### src/rtl/eer_pkt_pkg.sv
// Shared types and constants for the EER-RL receive packet parser.
package eer_pkt_pkg;

  typedef enum logic [2:0] {
    HB   = 3'b000,
    CHE  = 3'b001,
    INV  = 3'b010,
    MR   = 3'b011,
    CHT  = 3'b100,
    DATA = 3'b101,
    SOS  = 3'b110,
    NONE = 3'b111
  } pkt_type_e;

  typedef enum logic [2:0] {
    StIdle,
    StBody,
    StDrain,
    StPublish,
    StHold
  } parser_state_e;

  localparam int unsigned OFF_SRC      = 1;
  localparam int unsigned OFF_DEST     = 2;
  localparam int unsigned OFF_HOPS     = 3;
  localparam int unsigned OFF_CHOSEN   = 4;
  localparam int unsigned OFF_TIMESLOT = 5;
  localparam int unsigned OFF_ENERGY   = 6;

  localparam logic [15:0] BROADCAST_ID = 16'hFFFF;

  localparam int unsigned HDR_TYPE_MSB = 15;
  localparam int unsigned HDR_TYPE_LSB = 13;
  localparam int unsigned HDR_LEN_MSB  = 12;
  localparam int unsigned HDR_LEN_LSB  = 8;

  // A header is unusable if it cannot hold itself plus one word, overruns the
  // buffer limit, or carries the reserved "none" type.
  function automatic logic headerBad(input logic [2:0] pktType, input logic [4:0] len,
                                     input logic [4:0] maxLen);
    return (len < 5'd2) || (len > maxLen) || (pktType == NONE);
  endfunction

endpackage

### src/rtl/rx_packet_parser_if.sv
// Radio receive word stream: framed 16-bit words with a ready/valid handshake.
interface rx_packet_parser_if #(
  parameter int unsigned WORD_WIDTH = 16
);
  logic [WORD_WIDTH-1:0] rx_data;
  logic                  rx_valid;
  logic                  rx_sop;
  logic                  rx_eop;
  logic                  rx_ready;

  modport master (
    output rx_data, rx_valid, rx_sop, rx_eop,
    input  rx_ready
  );

  modport slave (
    input  rx_data, rx_valid, rx_sop, rx_eop,
    output rx_ready
  );
endinterface

### src/rtl/pkt_field_regs.sv
// Shadow field bank filled word by word, copied to a stable output bank on publish.
module pkt_field_regs
  import eer_pkt_pkg::*;
#(
  parameter int unsigned WORD_WIDTH = 16
) (
  input  logic                  clk,
  input  logic                  nrst,
  input  logic                  hdrWe,
  input  logic [2:0]            hdrType,
  input  logic                  wrEn,
  input  logic [2:0]            wrIdx,
  input  logic [WORD_WIDTH-1:0] wrData,
  input  logic                  publish,
  output logic [2:0]            shadowType,
  output logic [WORD_WIDTH-1:0] destView,
  output logic [2:0]            fPacketType,
  output logic [WORD_WIDTH-1:0] fSourceID,
  output logic [WORD_WIDTH-1:0] destinationID,
  output logic [WORD_WIDTH-1:0] fHopsFromCH,
  output logic [WORD_WIDTH-1:0] fChosenCH,
  output logic [WORD_WIDTH-1:0] fTimeslot,
  output logic [WORD_WIDTH-1:0] fEnergy
);

  logic [2:0]            shType;
  logic [2:0]            outType;
  logic [WORD_WIDTH-1:0] shField  [OFF_SRC:OFF_ENERGY];
  logic [WORD_WIDTH-1:0] pubField [OFF_SRC:OFF_ENERGY];
  logic [WORD_WIDTH-1:0] outField [OFF_SRC:OFF_ENERGY];

  // The final word is written on the same edge as publish, so bypass it.
  always_comb begin
    for (int unsigned k = OFF_SRC; k <= OFF_ENERGY; k++) begin
      pubField[k] = (wrEn && (wrIdx == 3'(k))) ? wrData : shField[k];
    end
  end

  always_ff @(posedge clk) begin
    if (!nrst) begin
      shType  <= NONE;
      outType <= NONE;
      for (int unsigned k = OFF_SRC; k <= OFF_ENERGY; k++) begin
        shField[k]  <= '1;
        outField[k] <= '1;
      end
    end else begin
      if (hdrWe) begin
        // Fields beyond the packet length must read as all-ones.
        shType <= hdrType;
        for (int unsigned k = OFF_SRC; k <= OFF_ENERGY; k++) begin
          shField[k] <= '1;
        end
      end else if (wrEn) begin
        for (int unsigned k = OFF_SRC; k <= OFF_ENERGY; k++) begin
          if (wrIdx == 3'(k)) begin
            shField[k] <= wrData;
          end
        end
      end
      if (publish) begin
        outType <= shType;
        for (int unsigned k = OFF_SRC; k <= OFF_ENERGY; k++) begin
          outField[k] <= pubField[k];
        end
      end
    end
  end

  assign shadowType    = shType;
  assign destView      = pubField[OFF_DEST];
  assign fPacketType   = outType;
  assign fSourceID     = outField[OFF_SRC];
  assign destinationID = outField[OFF_DEST];
  assign fHopsFromCH   = outField[OFF_HOPS];
  assign fChosenCH     = outField[OFF_CHOSEN];
  assign fTimeslot     = outField[OFF_TIMESLOT];
  assign fEnergy       = outField[OFF_ENERGY];

endmodule

### src/rtl/rx_packet_parser.sv
// Frames the radio word stream into packets and publishes header fields to the controller.
// Optional RX_PKT_FILTER_EN drops CHT/DATA packets addressed to other nodes.
module rx_packet_parser
  import eer_pkt_pkg::*;
#(
  parameter int unsigned WORD_WIDTH = 16,
  parameter int unsigned MAX_LEN    = 16
) (
  input  logic                  clk,
  input  logic                  nrst,
  rx_packet_parser_if.slave     rx,
  input  logic [WORD_WIDTH-1:0] myNodeID,
  input  logic                  fields_ack,
  output logic                  pkt_valid,
  output logic [2:0]            fPacketType,
  output logic [WORD_WIDTH-1:0] fSourceID,
  output logic [WORD_WIDTH-1:0] destinationID,
  output logic [WORD_WIDTH-1:0] fHopsFromCH,
  output logic [WORD_WIDTH-1:0] fChosenCH,
  output logic [WORD_WIDTH-1:0] fTimeslot,
  output logic [WORD_WIDTH-1:0] fEnergy,
  output logic [7:0]            err_count
);

  localparam logic [4:0] MaxLenW      = 5'(MAX_LEN);
  localparam logic [4:0] LastFieldIdx = 5'(OFF_ENERGY);

  parser_state_e stateQ, stateD;
  logic [4:0]    idxQ, idxD;
  logic [4:0]    lenQ, lenD;
  logic          drainHdrQ, drainHdrD;
  logic [7:0]    errCntQ, errCntD;
  logic          rxReadyQ;
  logic          pktValidQ;

  logic            xfer;
  logic [2:0]      hdrType;
  logic [4:0]      hdrLen;
  logic            hdrWe, wrEn, publish;
  logic            abortErr, pktErr;
  logic [1:0]      errInc;
  logic            dropPkt;
  logic [2:0]      shadowType;
  logic [WORD_WIDTH-1:0] destView;

  assign xfer    = rx.rx_valid & rxReadyQ;
  assign hdrType = rx.rx_data[HDR_TYPE_MSB:HDR_TYPE_LSB];
  assign hdrLen  = rx.rx_data[HDR_LEN_MSB:HDR_LEN_LSB];

`ifdef RX_PKT_FILTER_EN
  assign dropPkt = ((shadowType == CHT) || (shadowType == DATA)) &&
                   (destView != myNodeID) && (destView != WORD_WIDTH'(BROADCAST_ID));
`else
  logic unusedFilter;
  assign unusedFilter = ^{myNodeID, destView, shadowType};
  assign dropPkt      = 1'b0;
`endif

  always_comb begin
    stateD    = stateQ;
    idxD      = idxQ;
    lenD      = lenQ;
    drainHdrD = drainHdrQ;
    hdrWe     = 1'b0;
    wrEn      = 1'b0;
    publish   = 1'b0;
    abortErr  = 1'b0;
    pktErr    = 1'b0;
    unique case (stateQ)
      StIdle, StBody, StDrain: begin
        if (xfer && rx.rx_sop) begin
          hdrWe    = 1'b1;
          lenD     = hdrLen;
          idxD     = 5'd1;
          abortErr = (stateQ != StIdle);
          if (rx.rx_eop) begin
            pktErr = 1'b1;
            stateD = StIdle;
          end else if (headerBad(hdrType, hdrLen, MaxLenW)) begin
            // Counted now; the trailing eop in DRAIN must not count again.
            pktErr    = 1'b1;
            drainHdrD = 1'b1;
            stateD    = StDrain;
          end else begin
            stateD = StBody;
          end
        end else if (xfer && (stateQ == StBody)) begin
          wrEn = (idxQ <= LastFieldIdx);
          if (rx.rx_eop) begin
            if (idxQ == lenQ - 5'd1) begin
              if (dropPkt) begin
                stateD = StIdle;
              end else begin
                publish = 1'b1;
                stateD  = StPublish;
              end
            end else begin
              pktErr = 1'b1;
              stateD = StIdle;
            end
          end else if (idxQ == lenQ - 5'd1) begin
            drainHdrD = 1'b0;
            stateD    = StDrain;
          end else begin
            idxD = idxQ + 5'd1;
          end
        end else if (xfer && (stateQ == StDrain) && rx.rx_eop) begin
          pktErr = !drainHdrQ;
          stateD = StIdle;
        end
      end
      StPublish: stateD = fields_ack ? StIdle : StHold;
      StHold: begin
        if (fields_ack) begin
          stateD = StIdle;
        end
      end
      default: stateD = StIdle;
    endcase
  end

  // An aborting sop that is itself a bad header is two errors in one cycle.
  assign errInc  = {1'b0, abortErr} + {1'b0, pktErr};
  assign errCntD = (errCntQ > (8'd255 - {6'd0, errInc})) ? 8'd255 : errCntQ + {6'd0, errInc};

  always_ff @(posedge clk) begin
    if (!nrst) begin
      stateQ    <= StIdle;
      idxQ      <= '0;
      lenQ      <= '0;
      drainHdrQ <= 1'b0;
      errCntQ   <= '0;
      rxReadyQ  <= 1'b0;
      pktValidQ <= 1'b0;
    end else begin
      stateQ    <= stateD;
      idxQ      <= idxD;
      lenQ      <= lenD;
      drainHdrQ <= drainHdrD;
      errCntQ   <= errCntD;
      rxReadyQ  <= (stateD == StIdle) || (stateD == StBody) || (stateD == StDrain);
      pktValidQ <= publish;
    end
  end

  pkt_field_regs #(
    .WORD_WIDTH(WORD_WIDTH)
  ) u_field_regs (
    .clk          (clk),
    .nrst         (nrst),
    .hdrWe        (hdrWe),
    .hdrType      (hdrType),
    .wrEn         (wrEn),
    .wrIdx        (idxQ[2:0]),
    .wrData       (rx.rx_data),
    .publish      (publish),
    .shadowType   (shadowType),
    .destView     (destView),
    .fPacketType  (fPacketType),
    .fSourceID    (fSourceID),
    .destinationID(destinationID),
    .fHopsFromCH  (fHopsFromCH),
    .fChosenCH    (fChosenCH),
    .fTimeslot    (fTimeslot),
    .fEnergy      (fEnergy)
  );

  assign rx.rx_ready = rxReadyQ;
  assign pkt_valid   = pktValidQ;
  assign err_count   = errCntQ;

endmodule

### src/flat_wrapper.sv
// flat-port wrapper written by rule: the top's interface ports become plain ports
module rx_packet_parser_flat import eer_pkt_pkg::*;
#(
  parameter int unsigned WORD_WIDTH = 16,
  parameter int unsigned MAX_LEN    = 16
)
  (clk, nrst, myNodeID, fields_ack, pkt_valid, fPacketType, fSourceID, destinationID, fHopsFromCH, fChosenCH, fTimeslot, fEnergy, err_count, rx_rx_data, rx_rx_valid, rx_rx_sop, rx_rx_eop, rx_rx_ready);
  rx_packet_parser_if #(.WORD_WIDTH(WORD_WIDTH)) rx_i ();
  input  logic clk;
  input  logic nrst;
  input  logic [WORD_WIDTH-1:0] myNodeID;
  input  logic fields_ack;
  output logic pkt_valid;
  output logic [2:0] fPacketType;
  output logic [WORD_WIDTH-1:0] fSourceID;
  output logic [WORD_WIDTH-1:0] destinationID;
  output logic [WORD_WIDTH-1:0] fHopsFromCH;
  output logic [WORD_WIDTH-1:0] fChosenCH;
  output logic [WORD_WIDTH-1:0] fTimeslot;
  output logic [WORD_WIDTH-1:0] fEnergy;
  output logic [7:0] err_count;
  input wire logic [$bits(rx_i.rx_data)-1:0] rx_rx_data;
  input wire logic [$bits(rx_i.rx_valid)-1:0] rx_rx_valid;
  input wire logic [$bits(rx_i.rx_sop)-1:0] rx_rx_sop;
  input wire logic [$bits(rx_i.rx_eop)-1:0] rx_rx_eop;
  output wire logic [$bits(rx_i.rx_ready)-1:0] rx_rx_ready;
  assign rx_i.rx_data = rx_rx_data;
  assign rx_i.rx_valid = rx_rx_valid;
  assign rx_i.rx_sop = rx_rx_sop;
  assign rx_i.rx_eop = rx_rx_eop;
  assign rx_rx_ready = rx_i.rx_ready;
  rx_packet_parser #(.WORD_WIDTH(WORD_WIDTH), .MAX_LEN(MAX_LEN)) u_core (.clk(clk), .nrst(nrst), .rx(rx_i), .myNodeID(myNodeID), .fields_ack(fields_ack), .pkt_valid(pkt_valid), .fPacketType(fPacketType), .fSourceID(fSourceID), .destinationID(destinationID), .fHopsFromCH(fHopsFromCH), .fChosenCH(fChosenCH), .fTimeslot(fTimeslot), .fEnergy(fEnergy), .err_count(err_count));
endmodule
### config.mk
export PLATFORM = sky130hd
export DESIGN_NAME = rx_packet_parser_flat
export DESIGN_NICKNAME = d
export VERILOG_FILES = /design/src/rtl/eer_pkt_pkg.sv /design/src/rtl/rx_packet_parser_if.sv /design/src/rtl/pkt_field_regs.sv /design/src/rtl/rx_packet_parser.sv /design/src/flat_wrapper.sv
export SDC_FILE = /design/constraint.sdc
export NUM_CORES = 1
export LEC_CHECK = 0
export CAP_MARGIN = 15
export CORE_ASPECT_RATIO = 1.2
export CORE_MARGIN = 2
export CORE_UTILIZATION = 55
export DETAILED_ROUTE_END_ITERATION = 10
export PLACE_DENSITY = 0.83
export SYNTH_ARGS = -nofsm -noshare
export SYNTH_HDL_FRONTEND = slang
export SYNTH_HIERARCHICAL = 1
export SYNTH_SLANG_ARGS = --single-unit
### constraint.sdc
create_clock -name clk -period 7.6 [get_ports clk]
set_clock_uncertainty 0.15 [all_clocks]
set_input_delay 1.9 -clock clk [delete_from_list [all_inputs] [get_ports clk]]
set_output_delay 1.9 -clock clk [all_outputs]
set_load 0.02 [all_outputs]
==> results.toml <==
[outcome]
status = "completed"

[placed_design]
place_ws_ns = 2.05
post-dp-hpwl_um = 15500
gpl.final_weighted_congestion = 0.803
dpl.cell_count = 1114
dpl-instance-area_um2 = 12000
io_buffers = 130

[synth]
syn_inst = 796
synth.cell_area_um2 = 10800
synth.net_count = 842
yosysWarningCount = 6
postSynthAreaPerCell_um2 = 13.5

[sta]
setup_ws_ns = 2.44
setup_total_negative_slack_ns = 0
final_hold_viol_count = 0
maxSlewHeadroom = 0.204
final_period_minus_worst_setup_slack_ns = 5.16
finalMaxSlewViolations = 0
finalCritPeriodShare = 0.679
fmax_ghz = 0.194
rsz0062_at_grt = "false"
final-setup-viol-count = 0
timing_worst_slew_pin_value_ns = 1.19

[grt]
antenna_found_initial = 0
largest_net_degree_at_the_start_of_global_routing = 66
grt_first_pass_wirelength_um = 37400
first_global_vias = 6494
globalRouteTotalUtil = 0.238
gr-total-overflow = 0

[layout]
design_area_um2 = 12800
diodes = 0
final_nets = 924
post_layout_nonfiller_instances = 1155
layout-drive-gt1-share = 0.0727
finalCoreUtilization = 0.660
flow.area_growth_from_synthesis_pct = 19.0

[pwr]
vdd.ir_drop.worst_mv = 0.128
p_per_area_nw_per_um2 = 203
static_leakage_nw = 4.73

[clock_network]
max-clock-path-buffers = 3
cts.reportedPaths.clkPinSlew_ns = 0.06
post_cts_hold_buffer_count = 0
cts.root.buffer_cell = "clkbuf_16"
cts_buffers = 22
worst_skew_pair.late_latency_ns = 0.51
post-cts-setup-buffer-count = 0
cts_tree = "built"
number_of_levels_the_h_tree_was_split_into = 1
cts_resized = 0
cts_num_sinks = 222

[critical_path]
timing.reg2reg.setup_slack_ns = 3.34
crit_path_start = "rx_rx_valid"
r2r-start = "u_core/idxQ[2]"
worst_setup_path_endpoint = "u_core/u_field_regs/shField[0][39]"
worstPathArrival_ns = 5.14
end_kind = "flip-flop"
cp_max_fo = 16
r2r.worst_path.cells = 6
worstSetupStartpointType = "input pin"
reg_to_reg_end = "u_core/u_field_regs/outField[0][33]"
cp.required_ns = 7.58
worstSetupPathType = "input pin to flip-flop"

[detailed_routing]
detail_route.drc_violations = 0
routed_wirelength_um = 25200
drtPass1Iterations = 7
drtAntennaViolNets = 0
routed_wire_length_per_instance_um = 21.8
vias_per_cell = 5.96
via_count = 6879
drt_first_iter_violations = 559

[die]
rows = 56
die_w_um = 132
floorplan.initialDensity = 0.555
design.die.area_um2 = 20700
io-pin-count = 147
fp.coreArea_um2 = 19400
dieHeight_um = 157

[worst_hold_path]
worstHoldPathType = "flip-flop to flip-flop"

[flow_run]
max-cap-violations = 0
-- how the worst min path moves through the flow --
stage               slack, ns                            endpoint                               start  cells past startpoint
floorplan                0.29   u_core/u_field_regs/shadowType[0]   u_core/u_field_regs/shadowType[0]                      2
global placement         0.31   u_core/u_field_regs/shadowType[1]   u_core/u_field_regs/shadowType[1]                      2
detailed placement       0.31  u_core/u_field_regs/fPacketType[0]  u_core/u_field_regs/fPacketType[0]                      2
CTS                      0.33   u_core/u_field_regs/shadowType[1]   u_core/u_field_regs/shadowType[1]                      2
global route             0.36   u_core/u_field_regs/shadowType[0]   u_core/u_field_regs/shadowType[0]                      2
finish                   0.33  u_core/u_field_regs/fPacketType[2]  u_core/u_field_regs/fPacketType[2]                      2
-- worst max-delay path: stages --
cell and delay, ns:
clkdlybuf4s50_1 0.51, nand3b_1 0.13, nor3_1 0.39, nor4b_2 0.95, nand4b_1 0.51, nand2_1 0.73
-- where the power goes --
group | internal [W] | leakage [nW] | switching (W)
clock network | 0.000721 | 0.377 | 0.000450
logic | 0.0000320 | 2.80 | 0.0000692
registers | 0.00132 | 1.56 | 0.00000436
-- registers in the layout, indices dropped and copies added, names as in the netlist --
name                             count
u_core/rx.rx_ready                   1
u_core/stateQ                        3
u_core/u_field_regs/outField        96
u_core/idxQ                          5
u_core/u_field_regs/shField         96
u_core/err_count                     8
u_core/u_field_regs/fPacketType      3
u_core/pkt_valid                     1
u_core/lenQ                          5
u_core/drainHdrQ                     1
u_core/u_field_regs/shadowType       3
-- layout by cell type (no fill, tap or decap), drive strengths merged, types with 2 or more instances in the layout --
cell / count
nand2: 37
and3: 6
nand2b: 7
edfxtp: 192
inv: 13
a31oi: 2
clkinvlp: 2
bufinv: 5
buf: 15
a211oi: 2
dfxtp: 30
and3b: 115
a2111oi: 2
mux2i: 105
nor2: 15
clkdlybuf4s50: 129
nand3b: 93
nand4b: 3
nor3: 5
nor3b: 3
nand4: 3
xor2: 5
nand3: 8
nor2b: 3
nand4bb: 3
clkbuf: 26
ha: 7
xnor2: 7
clkinv: 8
a21oi: 19
or3: 4
-- area by class of cell --
type / count / area, µm²
clock buffers: 25 / 583
clock inverters: 15 / 203
fillers: 1389 / 6590
inverters: 13 / 48.8
multi-input cells: 474 / 3880
flip-flops and latches: 222 / 6370
well taps: 261 / 327
repair buffers: 145 / 1410
-- stage by stage --
stage	total power (W)	hold slack, ns
floorplan	0.00141	0.291
global placement	0.00145	0.306
detailed placement	0.00145	0.313
CTS	0.00261	0.333
global route	0.00266	0.358
finish	0.00260	0.328
-- per-layer routing --
metal	vias up	global-route usage	share of wire
met2	358	0.424	0.51
met1	3326	0.275	0.36
met4	0	0.121	0.047
met3	83	0.0457	0.084
met5	-	0	0
li1	3112	-	-
(Power assumes the default switching activity.)
